**src/rtl/serial_adder.sv**
```systemverilog
// serial_adder: bit-serial WIDTH-bit adder. Operands and carry-in are
// captured on an accepted start, then one full-adder slice retires one bit
// per clock, LSB first, through a registered carry loop. The sum and
// carry-out are registered at completion and held until the next one, with
// a single-cycle done pulse.

// One full-adder slice; the only arithmetic in the datapath.
module serial_adder_fa (
  input  logic a,
  input  logic b,
  input  logic ci,
  output logic s,
  output logic co
);
  assign s  = a ^ b ^ ci;
  assign co = (a & b) | (b & ci) | (ci & a);
endmodule

module serial_adder #(
  parameter int WIDTH = 8
) (
  input  logic             clk,
  input  logic             rst_n,
  input  logic             start,
  input  logic [WIDTH-1:0] a,
  input  logic [WIDTH-1:0] b,
  input  logic             cin,
  output logic             busy,
  output logic             done,
  output logic [WIDTH-1:0] sum,
  output logic             cout
);
  localparam int CW = (WIDTH > 1) ? $clog2(WIDTH) : 1;
  localparam logic [CW-1:0] LAST = CW'(WIDTH - 1);

  typedef enum logic [1:0] {
    IDLE  = 2'd0,
    SHIFT = 2'd1,
    DONE  = 2'd2
  } state_t;

  state_t           state;
  logic [WIDTH-1:0] opa;
  logic [WIDTH-1:0] opb;
  logic [WIDTH-1:0] res;
  logic             carry;
  logic [CW-1:0]    cnt;

  logic             s_bit;
  logic             c_bit;
  logic [WIDTH-1:0] res_next;
  logic             accept;

  serial_adder_fa u_fa (
    .a  (opa[0]),
    .b  (opb[0]),
    .ci (carry),
    .s  (s_bit),
    .co (c_bit)
  );

  // New bit enters at the MSB; after WIDTH shifts bit 0 sits at the LSB.
  assign res_next = {s_bit, res[WIDTH-1:1]};

  // A request is taken in IDLE and on the closing edge of DONE (back-to-back).
  assign accept = start && (state != SHIFT);

  // Status decoded straight from the state register, no input paths.
  assign busy = (state == SHIFT);
  assign done = (state == DONE);

  // FSM, operand/result shifters, carry loop and completion registers.
  always_ff @(posedge clk or negedge rst_n) begin
    if (!rst_n) begin
      state <= IDLE;
      opa   <= '0;
      opb   <= '0;
      res   <= '0;
      carry <= 1'b0;
      cnt   <= '0;
      sum   <= '0;
      cout  <= 1'b0;
    end else begin
      case (state)
        SHIFT: begin
          opa   <= {1'b0, opa[WIDTH-1:1]};
          opb   <= {1'b0, opb[WIDTH-1:1]};
          res   <= res_next;
          carry <= c_bit;
          if (cnt == LAST) begin
            // Counter parks at zero so it never runs past WIDTH-1.
            cnt   <= '0;
            sum   <= res_next;
            cout  <= c_bit;
            state <= DONE;
          end else begin
            cnt <= cnt + CW'(1);
          end
        end
        IDLE, DONE: begin
          if (accept) begin
            opa   <= a;
            opb   <= b;
            carry <= cin;
            res   <= '0;
            cnt   <= '0;
            state <= SHIFT;
          end else begin
            state <= IDLE;
          end
        end
        default: state <= IDLE;
      endcase
    end
  end
endmodule

```
**config.mk**
```make
export PLATFORM = sky130hd
export DESIGN_NAME = serial_adder
export DESIGN_NICKNAME = d
export VERILOG_FILES = /design/src/rtl/serial_adder.sv
export SDC_FILE = /design/constraint.sdc
export NUM_CORES = 1
export LEC_CHECK = 0
export CORE_AREA = 5 5 93 95
export DETAILED_ROUTE_END_ITERATION = 7
export DIE_AREA = 0 0 98 100
export DONT_BUFFER_PORTS = 1
export GPL_TIMING_DRIVEN = 0
export PLACE_DENSITY = 0.49
export SYNTH_ARGS = -nofsm -noshare
export SYNTH_HDL_FRONTEND = slang
export SYNTH_HIERARCHICAL = 1
export SYNTH_SLANG_ARGS = --single-unit
```
**constraint.sdc**
```tcl
create_clock -name clk -period 4.18 [get_ports clk]
set_input_delay 0.836 -clock clk [delete_from_list [all_inputs] [get_ports clk]]
set_output_delay 0.836 -clock clk [all_outputs]
set_load 0.05 [all_outputs]
```
* Word level (Yosys, flattened, before mapping)
Cells that the tools add are included.
Word-level totals: output and inout bits 11, register bits 39, input bits 20, word-level logic and storage cells 42
Cells by class: bitwise logic cells 7, reductions and logical operators 6, equal/unequal tests 6, mux-type cells 14, $add $sub $neg 1
Operators with widths (count):
- 8-bit one-hot mux with 2 select lines | 3
- 8-bit 2-to-1 mux | 3
- 3-bit 2-to-1 mux | 2
- 3-bit one-hot mux with 2 select lines | 1
- 2-bit by 1-bit != test with 1-bit output, second input constant | 2
- 2-bit one-hot mux with 2 select lines | 1
- 2-bit AND reduction | 2
- 3-bit by 1-bit adder with 3-bit output, second input constant | 1
- 1-bit bitwise AND | 3
- 3-bit == test, second input constant | 1
- 2-bit by 1-bit == test with 1-bit output, second input constant | 1
- 2-bit == test, second input constant | 1
- 2-bit zero test | 1
- 1-bit 2-to-1 mux | 2
- 2-bit 2-to-1 mux | 1
- 2-bit != test, second input constant | 1
- 1-bit OR | 2
- 1-bit one-hot mux with 2 select lines | 1
- 2-bit nonzero test | 1
- 2-bit OR reduction | 1
- 1-bit bitwise XOR | 2
- 1-bit logical AND | 1

* Logic depth before layout (Yosys ltp)
word-level depth 4, mapped depth 5, gate-level depth less buffers 5

* By module
The synthesis kept the hierarchy.
By module, submodules not included:
- serial_adder | seq. area each 950.9 um2, area an instance 1910.6 um2, cells each 167, instances 1
- serial_adder_fa | seq. area each 0.0 um2, area an instance 20.0 um2, cells each 1, instances 1

* Least setup slack after synthesis
OpenSTA, ideal clock, no wires.
kind flip-flop to output port, start point register state[1], end point output port done, slack 1.935 ns, stages on the path, launching flop included 4, data arrival time 1.409 ns, required time 3.344 ns, path buffers 2, cell sequence dfrtp_1 buf_4 buf_6 nor2b_1
Between the ends: word-level cells in the longest chain between the ends 1
RTL lines:
- start, declared | RTL line 42 | state_t state;
- start signal, assigned | RTL line 75 | state <= IDLE;
- start signal, assigned | RTL line 95 | state <= DONE;
- start signal, assigned | RTL line 107 | state <= SHIFT;
- 2-bit == test | RTL line 70 | assign done = (state == DONE);
- end, declared | RTL line 29 | output logic done,
No other way between the ends.

* Worst setup path after layout
Same ends and word-level chain as after synthesis.

==> summary.md <==
| Metric | Value |
|---|---|
| CTS Sinks | 38 |
| Post-synthesis compound-gate area fraction | 0.1380 |
| Drt pass-1 iters | 4 |
| Final count of hold timing violations | 0 |
| Sequential share of the synthesized area | 0.4925 |
| Min-Delay Path Class | in2async |
| Ys Warns | 6 |
| Gr ovfl total | 0 |
| Max cap viols | 0 |
| RSZ-0062 raised after global routing | false |
| Crit-path slowest cell | nor2b_1 |
| Drt total wl | 4262 um |
| Worst setup SP type | register |
| CP Class | reg2out |
| Largest net degree at the start of global routing | 39 |
| Final ANT Viol Nets | 0 |
| Placed Instance Area | 2058 um^2 |
| Share of the clock period used by the worst path | 0.6437 |
| CTS tree | done |
| Post-route cell area | 2167 um^2 |
| Worst rel slew slack | 0.3572 |
| Number of global-route vias before repair | 1300 |
| Layout cells sized above 1 | 0.1705 |
| Clk slew on worst S/H paths | 0.08 ns |
| Wire per inst | 15.33 um |
| Gr usage total | 0.09238 |
| Post-synthesis average cell area | 11.49 um^2 |
| Status | finished clean |
| Diode count | 0 |
| Worst Skew | 0.004626 ns |
| Synth unique cells | 27 |
| DRT iter0 DRCs | 33 |
| Final Power | 0.001705 W |
| Ports | 31 |
| DIE AREA | 9800 um^2 |
| Final setup violation count | 0 |
| Crit-path cells | buf_4 -> buf_6 -> nor2b_1 |
| Multiplexer share of the synthesized area | 0.1944 |
| Detailed-route via count | 1234 |
| Max Clk Rate | 0.3716 GHz |
| Chip Width | 98 um |
| Area of the core region | 7647 um^2 |
| CTS root buf | clkbuf_8 |
| Crit-path max FO | 10 |
| H-tree depth | 2 |
| Synth Register Bits | 38 |
| Worst skew pair latency | 0.29 ns |
| Total CTS buffers | 5 |
| Initial Utilization | 0.2525 |
| Number of hold buffers added after cts | 0 |
| PD cells | 787.0 nW/um^2 |
| Area delta synth->final | 12.25% |
| Synth Area in Adders | 0.02333 |
| Post-DR vias/cell | 4.439 |
| CP max stage delay | 0.78 ns |
| Syn Nets | 191 |
| First-pass GRT wire length | 7148 um |
| CP arrival | 1.85 ns |
| CP endpoint kind | output pin |
| Largest family of logic cells by synthesized area | multiplexers |
| Setup_tns | 0 ns |
| Cts repair resizes | 0 |
| Initial antenna violation count | 0 |
| Nets | 198 |
| IO buf count | 0 |
| Synthesized cell area | 1931 um^2 |
| Post-Synth Simple-Gate Area | 0.1069 |
| Peak supply drop | 269.6 uV |
| Worst Path Required | 3.34 ns |
| Rows | 32 |
| DP Wirelength | 2849 um |
| Setup bufs post-CTS | 0 |
| Tmin final | 2.691 ns |
| Fill cell count | 786 |
| EDFF count, synth | 0 |
| Final Max Slew Viols | 0 |
| DRC | 0 |
| Primary FF master, synth | dfrtp_1 |
| Worst slew pin tran | 0.9623 ns |
| Die Y | 100 um |
| Clock Path Buffers | 2 |
| XOR/XNOR Fraction of Synth Area | 0 |
| Leak | 0.8696 nW |
| Synth Instances | 168 |
| GPL Wtd Cong | 0.7240 |
| Ys async rst share | 1.000 |
==> registers in the layout, summed over array words and instances, names as in the netlist <==
register and flops:
cnt 3, opa 8, opb 8, state 2, cout 1, sum 8
carry 1, res 7
==> cells by family (layout without fill, tap and decap cells) <==
logic type                 after synthesis  after routing
muxes                                   33             33
DFF                                     38             38
adders and majority gates                3              3
AOI/OAI and AO/OA                       44             44
buffers and inverters                   15             23
and+or+nand+nor                         35             35
==> critical path, delay by kind of cell (launching register included) <==
kind	cells	cell delay, ns
and+or+nand+nor	1	0.78
DFF	1	0.38
buffers and inverters	2	0.41
==> metrics by stage <==
step | utilization | worst slack, ns | hold WS (ns) | instances
2_1_floorplan | - | 1.935 | 0.4635 | 168
3_3_place_gp | 0.2691 | 1.770 | 0.4971 | 270
3_5_place_dp | 0.2691 | 1.775 | 0.5036 | 270
4_1_cts | 0.2834 | 1.437 | 0.2186 | 278
5_1_grt | 0.2834 | 1.401 | 0.2094 | 278
6_report | 0.2834 | 1.489 | 0.2300 | 278
==> area by class of cell <==
cell class              count  area, um^2  area share
plain buffers              12       70.07     0.03233
inverters                   3       16.27    0.007506
multi-input cells         115       893.4      0.4122
clock buffers               5       68.82     0.03176
clock inverters             3       40.04     0.01848
well taps                 102       127.6     0.05889
flip-flops and latches     38       950.9      0.4388
==> synthesized netlist by cell type (4+ instances only) <==
master | n | area [um^2]
nor2b_1 | 15 | 93.84
a21oi_1 | 16 | 80.08
mux2i_1 | 24 | 240.2
o21ai_0 | 4 | 20.02
buf_2 | 5 | 25.02
nand2_1 | 11 | 41.29
a211oi_1 | 14 | 105.1
dfrtp_1 | 38 | 950.9
o22ai_1 | 6 | 37.54
mux2_4 | 9 | 135.1
==> layer usage <==
| metal | part of all wire | track usage | up-vias |
|---|---|---|---|
| met5 | 0 | 0 | - |
| met4 | 0.0054 | 0.02556 | 0 |
| met3 | 0.080 | 0.04587 | 2 |
| met2 | 0.43 | 0.1283 | 27 |
| met1 | 0.49 | 0.1266 | 589 |
| li1 | - | - | 616 |
==> placed cells by master, fill, tap and decap left out, types with 2 or more instances in the layout <==
cell      count
dfrtp_1      38
mux2i_1      24
a21oi_1      16
nor2b_1      15
a211oi_1     14
nand2_1      11
mux2_4        9
o22ai_1       6
buf_2         5
clkbuf_8      5
o21ai_0       4
buf_4         3
o21ai_1       3
clkbuf_1      3
nand3_1       3
ha_1          2
clkinv_2      2
==> path summary, 6_finish.rpt <==
check,start,to,slack (ns),depth (start not counted)
worst min register to register,res[1]$_DFFE_PN0P_,res[1]$_DFFE_PN0P_,0.52,2
worst min-delay path,rst_n,opb[6]$_DFFE_PN0P_,0.23,0
max in group asynchronous,rst_n,sum[1]$_DFFE_PN0P_,3.87,0
worst max register to register,cnt[0]$_DFFE_PN0P_,sum[0]$_DFFE_PN0P_,2.69,4
worst max-delay path,state[1]$_DFFE_PN0P_,done,1.49,3
min in group clk,res[1]$_DFFE_PN0P_,res[1]$_DFFE_PN0P_,0.52,2
==> power breakdown <==
part	total [W]	internal (W)	switching [W]
sequential	0.000827	0.000537	0.000290
clock	0.000314	0.000176	0.000138
combinational	0.000564	0.000283	0.000281
total	0.00171	0.000996	0.000709
(Power assumes the default switching activity.)
